File: src/rtl/key_event_pkg.sv
// Shared types and constants for the button event generator.
// Holds the FSM state encoding, the default timing values and the counter width helper.
package key_event_pkg;

  typedef enum logic [1:0] {
    IDLE      = 2'd0,
    PRESSED   = 2'd1,
    LONG_HELD = 2'd2
  } key_state_t;

  localparam int unsigned DEF_LONG_CYCLES   = 100_000_000;
  localparam int unsigned DEF_REPEAT_CYCLES = 20_000_000;

  // Width needed to hold the larger of the two terminal counts.
  function automatic int cnt_width(input int unsigned long_cycles,
                                   input int unsigned repeat_cycles);
    int unsigned larger;
    larger = (long_cycles > repeat_cycles) ? long_cycles : repeat_cycles;
    return $clog2(larger);
  endfunction

endpackage

File: src/rtl/key_event_if.sv
// Button level in, one-cycle key events out.
// The generator takes the master side; the consumer takes the slave side.
interface key_event_if;

  logic btn_level;
  logic press_pulse;
  logic release_pulse;
  logic click_pulse;
  logic long_pulse;
  logic repeat_pulse;
  logic held;

  modport master (
    input  btn_level,
    output press_pulse,
    output release_pulse,
    output click_pulse,
    output long_pulse,
    output repeat_pulse,
    output held
  );

  modport slave (
    output btn_level,
    input  press_pulse,
    input  release_pulse,
    input  click_pulse,
    input  long_pulse,
    input  repeat_pulse,
    input  held
  );

endinterface

File: src/rtl/key_edge_det.sv
// Rise/fall detector for an already-clean level.
// The history flop clears to 0, so a level high at reset release reads as a rise.
module key_edge_det (
  input  logic clk,
  input  logic rst,
  input  logic level,
  output logic rise,
  output logic fall
);

  logic level_q;

  // NOTE: clocked state uses non-blocking (<=) so every flop samples pre-edge values.
  always_ff @(posedge clk or posedge rst) begin
    if (rst) level_q <= 1'b0;
    else     level_q <= level;
  end

  assign rise = level & ~level_q;
  assign fall = ~level & level_q;

endmodule

File: src/rtl/key_event_gen.sv
// Turns a debounced button level into registered one-cycle press, release,
// click, long-press and auto-repeat events, plus a registered held level.
module key_event_gen
  import key_event_pkg::*;
#(
  parameter int unsigned LONG_CYCLES   = DEF_LONG_CYCLES,
  parameter int unsigned REPEAT_CYCLES = DEF_REPEAT_CYCLES,
  parameter bit          REPEAT_EN     = 1'b1
) (
  input logic       clk,
  input logic       rst,
  key_event_if.master ev
);

  localparam int CNT_W = cnt_width(LONG_CYCLES, REPEAT_CYCLES);
  localparam logic [CNT_W-1:0] LONG_LAST   = CNT_W'(LONG_CYCLES - 1);
  localparam logic [CNT_W-1:0] REPEAT_LAST = CNT_W'(REPEAT_CYCLES - 1);
  localparam logic [CNT_W-1:0] CNT_MAX     = '1;

  logic rise;
  logic fall;

  key_state_t       state, state_next;
  logic [CNT_W-1:0] cnt, cnt_next;
  logic press_next, release_next, click_next, long_next, repeat_next;

  key_edge_det u_edge (
    .clk   (clk),
    .rst   (rst),
    .level (ev.btn_level),
    .rise  (rise),
    .fall  (fall)
  );

  always_ff @(posedge clk or posedge rst) begin
    if (rst) begin
      state            <= IDLE;
      cnt              <= '0;
      ev.press_pulse   <= 1'b0;
      ev.release_pulse <= 1'b0;
      ev.click_pulse   <= 1'b0;
      ev.long_pulse    <= 1'b0;
      ev.repeat_pulse  <= 1'b0;
      ev.held          <= 1'b0;
    end else begin
      state            <= state_next;
      cnt              <= cnt_next;
      ev.press_pulse   <= press_next;
      ev.release_pulse <= release_next;
      ev.click_pulse   <= click_next;
      ev.long_pulse    <= long_next;
      ev.repeat_pulse  <= repeat_next;
      // Registered from next state so held cannot glitch on a two-bit state change.
      ev.held          <= (state_next != IDLE);
    end
  end

  // NOTE: every combinational output gets a default first, so no path can infer a latch.
  always_comb begin
    state_next   = state;
    cnt_next     = cnt;
    press_next   = 1'b0;
    release_next = 1'b0;
    click_next   = 1'b0;
    long_next    = 1'b0;
    repeat_next  = 1'b0;

    unique case (state)
      IDLE: begin
        if (rise) begin
          state_next = PRESSED;
          cnt_next   = '0;
          press_next = 1'b1;
        end
      end

      // A fall is checked first so it beats a threshold hit in the same cycle.
      PRESSED: begin
        if (fall) begin
          state_next   = IDLE;
          cnt_next     = '0;
          release_next = 1'b1;
          click_next   = 1'b1;
        end else if (cnt == LONG_LAST) begin
          state_next = LONG_HELD;
          cnt_next   = '0;
          long_next  = 1'b1;
        end else begin
          cnt_next = cnt + 1'b1;
        end
      end

      LONG_HELD: begin
        if (fall) begin
          state_next   = IDLE;
          cnt_next     = '0;
          release_next = 1'b1;
        end else if (REPEAT_EN && (cnt == REPEAT_LAST)) begin
          cnt_next    = '0;
          repeat_next = 1'b1;
        end else if (cnt != CNT_MAX) begin
          cnt_next = cnt + 1'b1;
        end
      end

      default: begin
        state_next = IDLE;
        cnt_next   = '0;
      end
    endcase
  end

endmodule
File: src/flat_wrapper.sv
// flat-port wrapper written by rule: the top's interface ports become plain ports
module key_event_gen_flat import key_event_pkg::*;
#(
  parameter int unsigned LONG_CYCLES   = DEF_LONG_CYCLES,
  parameter int unsigned REPEAT_CYCLES = DEF_REPEAT_CYCLES,
  parameter bit          REPEAT_EN     = 1'b1
)
  (clk, rst, ev_btn_level, ev_press_pulse, ev_release_pulse, ev_click_pulse, ev_long_pulse, ev_repeat_pulse, ev_held);
  key_event_if ev_i ();
  input logic clk;
  input logic rst;
  input wire logic [$bits(ev_i.btn_level)-1:0] ev_btn_level;
  output wire logic [$bits(ev_i.press_pulse)-1:0] ev_press_pulse;
  output wire logic [$bits(ev_i.release_pulse)-1:0] ev_release_pulse;
  output wire logic [$bits(ev_i.click_pulse)-1:0] ev_click_pulse;
  output wire logic [$bits(ev_i.long_pulse)-1:0] ev_long_pulse;
  output wire logic [$bits(ev_i.repeat_pulse)-1:0] ev_repeat_pulse;
  output wire logic [$bits(ev_i.held)-1:0] ev_held;
  assign ev_i.btn_level = ev_btn_level;
  assign ev_press_pulse = ev_i.press_pulse;
  assign ev_release_pulse = ev_i.release_pulse;
  assign ev_click_pulse = ev_i.click_pulse;
  assign ev_long_pulse = ev_i.long_pulse;
  assign ev_repeat_pulse = ev_i.repeat_pulse;
  assign ev_held = ev_i.held;
  key_event_gen #(.LONG_CYCLES(LONG_CYCLES), .REPEAT_CYCLES(REPEAT_CYCLES), .REPEAT_EN(REPEAT_EN)) u_core (.clk(clk), .rst(rst), .ev(ev_i));
endmodule
File: config.mk
export PLATFORM = sky130hd
export DESIGN_NAME = key_event_gen_flat
export DESIGN_NICKNAME = d
export VERILOG_FILES = /design/src/rtl/key_event_pkg.sv /design/src/rtl/key_event_if.sv /design/src/rtl/key_edge_det.sv /design/src/rtl/key_event_gen.sv /design/src/flat_wrapper.sv
export SDC_FILE = /design/constraint.sdc
export NUM_CORES = 1
export LEC_CHECK = 0
export CORE_MARGIN = 1.5
export CORE_UTILIZATION = 40
export CTS_CLUSTER_SIZE = 10
export DETAILED_ROUTE_END_ITERATION = 16
export PLACE_DENSITY = 0.53
export SYNTH_ARGS = -nofsm -noshare
export SYNTH_HDL_FRONTEND = slang
export SYNTH_SLANG_ARGS = --single-unit
File: constraint.sdc
create_clock -name clk -period 6.4 [get_ports clk]
set_input_delay 1.6 -clock clk [delete_from_list [all_inputs] [get_ports clk]]
set_output_delay 1.6 -clock clk [all_outputs]
set_load 0.01 [all_outputs]
# --- Word-level counts from Yosys, hierarchy flattened ---
# Cells that the tools add are included.
classes:
  eq_ne: 7
  n_mux: 23
  n_bitwise: 4
  addsub: 1
  reduce_logical: 4
op_table:
  columns: ["cell", "n"]
  rows:
  - ["$mux W27", 6]
  - ["$pmux W27 S3", 1]
  - ["$add A27 B1 Y27 const B", 1]
  - ["$eq A27 B25 Y1 const B", 1]
  - ["$eq A27 B27 Y1 const B", 1]
  - ["$ne A27 B27 Y1 const B", 1]
  - ["$mux W1", 11]
  - ["$mux W2", 4]
  - ["$pmux W2 S3", 1]
  - ["$ne A4 B1 Y1 const B", 1]
  - ["$and A1 B1 Y1", 2]
  - ["$eq A2 B1 Y1 const B", 1]
  - ["$eq A2 B2 Y1 const B", 1]
  - ["$logic_not A2 Y1", 1]
  - ["$ne A2 B1 Y1 const B", 1]
  - ["$not A1 Y1", 2]
  - ["$reduce_and A2 Y1", 1]
  - ["$reduce_bool A2 Y1", 1]
  - ["$reduce_or A2 Y1", 1]
word_totals:
  output_inout_bits: 6
  input_bits: 3
  regBits: 36
  word_cells: 48

# --- Logic depth before layout (Yosys ltp) ---
depth:
  ltp_word: 5
  ltp_mapped: 9
  depth_no_buf: 7

# --- By module ---
# Synthesis repeated with hierarchy kept, for this count alone.
unflattened:
  hier_cells: 261
  hier_area_um2: 2332.2
by_module_without_submodules:
  columns: ["mod", "area_each_um2", "instances", "cells_each", "seq_area_each_um2"]
  rows:
  - ["key_event_gen", 2288.4, 1, 257, 875.8]
  - ["key_edge_det", 43.8, 1, 4, 25.0]

# --- Worst setup path after synthesis ---
# Ideal clock, no wire load.
synth_path:
  path_type: "in2reg"
  from: "input port ev_btn_level"
  to: "register u_core.cnt[12]"
  stages: 6
  setup_slack_ps: 3271
  t_arrival_ps: 3060
  n_path_buf: 0
  required_time_ps: 6331
  setup_ps: 69
  cell_sequence: "nand2b_1 and3_1 a31oi_1 o211ai_4 or4_1 nand3_1"
synth_between:
  elab_chain_cells: 4
  word_cells_on_any_way: 9
  cone_classes: "eq/ne (2); mux (3); bitwise (3); reduce/logical (1)"
synth_lines:
  columns: ["item", "line", "source"]
  rows:
  - ["start: declaration", "flat_wrapper.sv:12", "input wire logic [$bits(ev_i.btn_level)-1:0] ev_btn_level;"]
  - ["$not A1 Y1", "key_edge_det.sv:20", "assign fall = ~level & level_q;"]
  - ["$and A1 B1 Y1", "key_edge_det.sv:20", null]
  - ["$mux W27 (tied with other cells)", "key_event_gen.sv:94", "if (fall) begin"]
  - ["$pmux W27 S3 / $reduce_and A2 Y1 (equally long branches)", null, null]
  - ["end signal: assignment", "key_event_gen.sv:47", "cnt <= cnt_next;"]
  - ["end: declaration", "key_event_gen.sv:24", "logic [CNT_W-1:0] cnt, cnt_next;"]
# Parallel ways exist; a longest one is shown, timed or not.
# A chain may end at the register's enable or synchronous reset.

# --- Worst setup path after layout ---
# Ends and elaborated chain as after synthesis.

==> flow_metrics.tcl <==
set metrics [dict create \
    outcome "completed" \
    worstPathRequired_ns 6.63 \
    critPathCaptureType "register" \
    antenna_left 0 \
    synth_top_area_share_pct 43.3 \
    power.leakage_uw 0.000945 \
    vias_per_cell 5.84 \
    n_fill_cell 526 \
    synth_top_cells_by_area "dfrtp_1, nand3_1, nand2_1" \
    r2r_cells 7 \
    antenna_found_initial 0 \
    max-vdd-ir-drop_v 0.000112 \
    worstMarginPinSlew_ns 0.777 \
    wire_per_inst_microns 16.4 \
    h-tree-depth 2 \
    grtUsageTotal_pct 20.2 \
    reg2reg_from "u_core.cnt[0]$_DFFE_PP0P_" \
    arrival_ns 4.03 \
    drt_iter0_markers 179 \
    yosysTopAreaCell "dfrtp_1" \
    ys_types 46 \
    min_period_ns 3.80 \
    gr-total-overflow 0 \
    final_nets 241 \
    tritoncts "built" \
    crit_family "simple AND/OR/NAND/NOR gates" \
    syn_nets 233 \
    portBuffers 8 \
    wirelength_mm 4.99 \
    cts_inserted_buffers 5 \
    start_kind "primary input" \
    drc 0 \
    max_stage_delay_ns 0.55 \
    pwr_density_cell_nw_per_um2 258 \
    min_path_type "reg -> reg" \
    reg2reg_to "u_core.cnt[22]$_DFFE_PP0P_" \
    initial_core_util_pct 41.0 \
    hold_violations 0 \
    fin_skew_ns 0.00546 \
    clock.fmax_ghz 0.263 \
    grt_pass1_vias 1747 \
    seq_area_frac_synth_pct 43.3 \
    cts.sinks 36 \
    cts_resized 0 \
    vias 1776 \
    die_h_microns 75.1 \
    grt_pass1_wl_mm 8.44 \
    reg2reg_slack_ns 3.45 \
    dieArea_sq_um 5640 \
    drtPass1Iterations 4 \
    slew_viol_final 0 \
    synth_area_sq_um 2080 \
    setup_tns_ns 0 \
    relSlewSlack_pct 48.2 \
    layout-drive-gt1-share_pct 6.84 \
    cts_setup_buffers 0 \
    hpwl_mm 3.53 \
    hold_end "u_core.cnt[4]$_DFFE_PP0P_" \
    avgSynthCellArea_sq_um 9.25 \
    hold_depth 1 \
    ios 9 \
    ys.warnings.count 0 \
    gp_congestion 0.924 \
    finalCritPeriodShare_pct 59.4 \
    yosys_register_bits 36 \
    crit_type "in -> reg" \
    grt_max_degree 37 \
    crit_buf_inv 1 \
    timing.hold.ws_ns 0.563 \
    ctsRootBufferMaster "clkbuf_8" \
    worstSkewPairLatency_ns 0.29 \
    setup_violations 0 \
    cp.depth 7 \
    syn_inst 225 \
    worstHoldStart "u_core.cnt[4]$_DFFE_PP0P_" \
    coreArea_sq_um 5070 \
    ctsHoldBuffers 0 \
    core.rowCount 26 \
    clkSlewWorstSetupHoldPaths_ns 0.07 \
    syn2layout_area_growth_pct 10.3 \
    path_cells "clkdlybuf4s50_1 > nand2b_1 > and3_1 > a31oi_1 > o211ai_4 > or4_1 > nand3_1" \
    antenna_cells 0 \
    dieWidth_microns 75.1 \
    cp_slowest_cell "or4_1" \
    max-clock-path-buffers 2 \
    path_max_fanout 17 \
    maxCapViolations 0 \
    grt_setup_unrepaired "false" \
]
-- area by class of cell --
| cell class | count | area (sq um) | area share [%] |
|---|---|---|---|
| sequential | 36 | 901 | 39.2 |
| clock buffer | 6 | 82.6 | 3.60 |
| clock inverter | 2 | 10.0 | 0.436 |
| multi-input combinational | 171 | 1090 | 47.5 |
| tap | 70 | 87.6 | 3.81 |
| timing repair buffer | 9 | 87.6 | 3.81 |
| inverter | 10 | 37.5 | 1.63 |
-- placed cells by master (no fill, tap or decap), drive strengths merged, types with 7 or more instances in the layout --
cell and instances:
dfrtp 36, nand2 27, nand3 25, nor2 13, inv 10, a21o 9, o21ai 9, o311ai 8
clkdlybuf4s50 8, a22o 7, nor3 7
-- Yosys cell counts, drive strengths merged --
library cell  number
a21oi              5
nor3b              1
a21boi             1
ha                 5
a211oi             1
nor4b              1
nand2             27
or3                5
and4               2
a21o               9
clkbuf             3
or4                5
buf                5
nor3               7
or2                3
and4bb             1
o31ai              2
o41a               2
inv               10
nor2              13
o211ai             3
o311ai             8
nand3b             1
o21ai              9
and2               2
nand4b             1
a2bb2oi            2
nor4               5
o21a               2
nand2b             1
nor2b              1
dfrtp             36
o22ai              1
and3               6
nand3             25
a31oi              1
nand4              5
a22o               7
o311a              1
-- power by group --
| group | leakage, uW | internal, uW | switching [uW] |
|---|---|---|---|
| sequential | 0.000495 | 240 | 11.1 |
| clock | 0.0000510 | 85.8 | 82.9 |
| combinational | 0.000398 | 60.7 | 111 |
| total | 0.000945 | 387 | 205 |
-- logic make-up after synthesis --
logic type | count (synthesis) | share of synthesized area [%]
buffers and inverters | 18 | 4.33
AO/OA/AOI/OAI | 54 | 20.9
adder cells (fa/ha/maj) | 5 | 3.01
flip-flops | 36 | 43.3
AND/OR/NAND/NOR | 112 | 28.5
-- metal layers --
| metal | track usage (%) | part of all wire, % | wire, microns |
|---|---|---|---|
| met1 | 26.0 | 47 | 2350 |
| met2 | 32.9 | 47 | 2360 |
| met3 | 3.75 | 4.2 | 211 |
| met4 | 9.09 | 1.3 | 65 |
| met5 | 0 | 0 | 0 |
-- worst reg2reg max path: stages (launching register included) --
cell     delay [ns]
dfrtp_1        0.45
ha_1           0.29
nand4_1        0.15
nor4_1         0.45
and2_1         0.26
a21o_1         0.64
nor2_1         0.31
a22o_1         0.28
-- worst max-delay path by stage --
stage                 startpoint                         end  slack (ns)
finish              ev_btn_level  u_core.cnt[12]$_DFFE_PP0P_        2.60
global route        ev_btn_level  u_core.cnt[12]$_DFFE_PP0P_        2.44
CTS                 ev_btn_level  u_core.cnt[12]$_DFFE_PP0P_        2.61
detailed placement  ev_btn_level  u_core.cnt[12]$_DFFE_PP0P_        2.32
global placement    ev_btn_level  u_core.cnt[12]$_DFFE_PP0P_        2.44
floorplan           ev_btn_level  u_core.cnt[12]$_DFFE_PP0P_        3.27
-- sequential cells by signal, indices dropped and copies added, names as in the netlist --
register and count:
u_core.cnt 27, u_core.ev.click_pulse 1, u_core.ev.held 1, u_core.ev.long_pulse 1
u_core.ev.press_pulse 1, u_core.ev.release_pulse 1, u_core.ev.repeat_pulse 1, u_core.state 2
u_core.u_edge.level_q 1
-- per-stage QoR --
stage / total power (uW) / utilization [%] / setup slack (ns) / area [sq um] / cells
2_1_floorplan: 388 / - / 3.27 / 2080 / 225
6_report: 592 / 45.2 / 2.60 / 2300 / 304
3_5_place_dp: 427 / 43.4 / 2.32 / 2200 / 296
4_1_cts: 597 / 45.2 / 2.61 / 2300 / 304
5_1_grt: 627 / 45.2 / 2.44 / 2300 / 304
3_3_place_gp: 426 / 43.4 / 2.44 / 2200 / 296
Note: power is estimated with default switching activity, not from simulation.
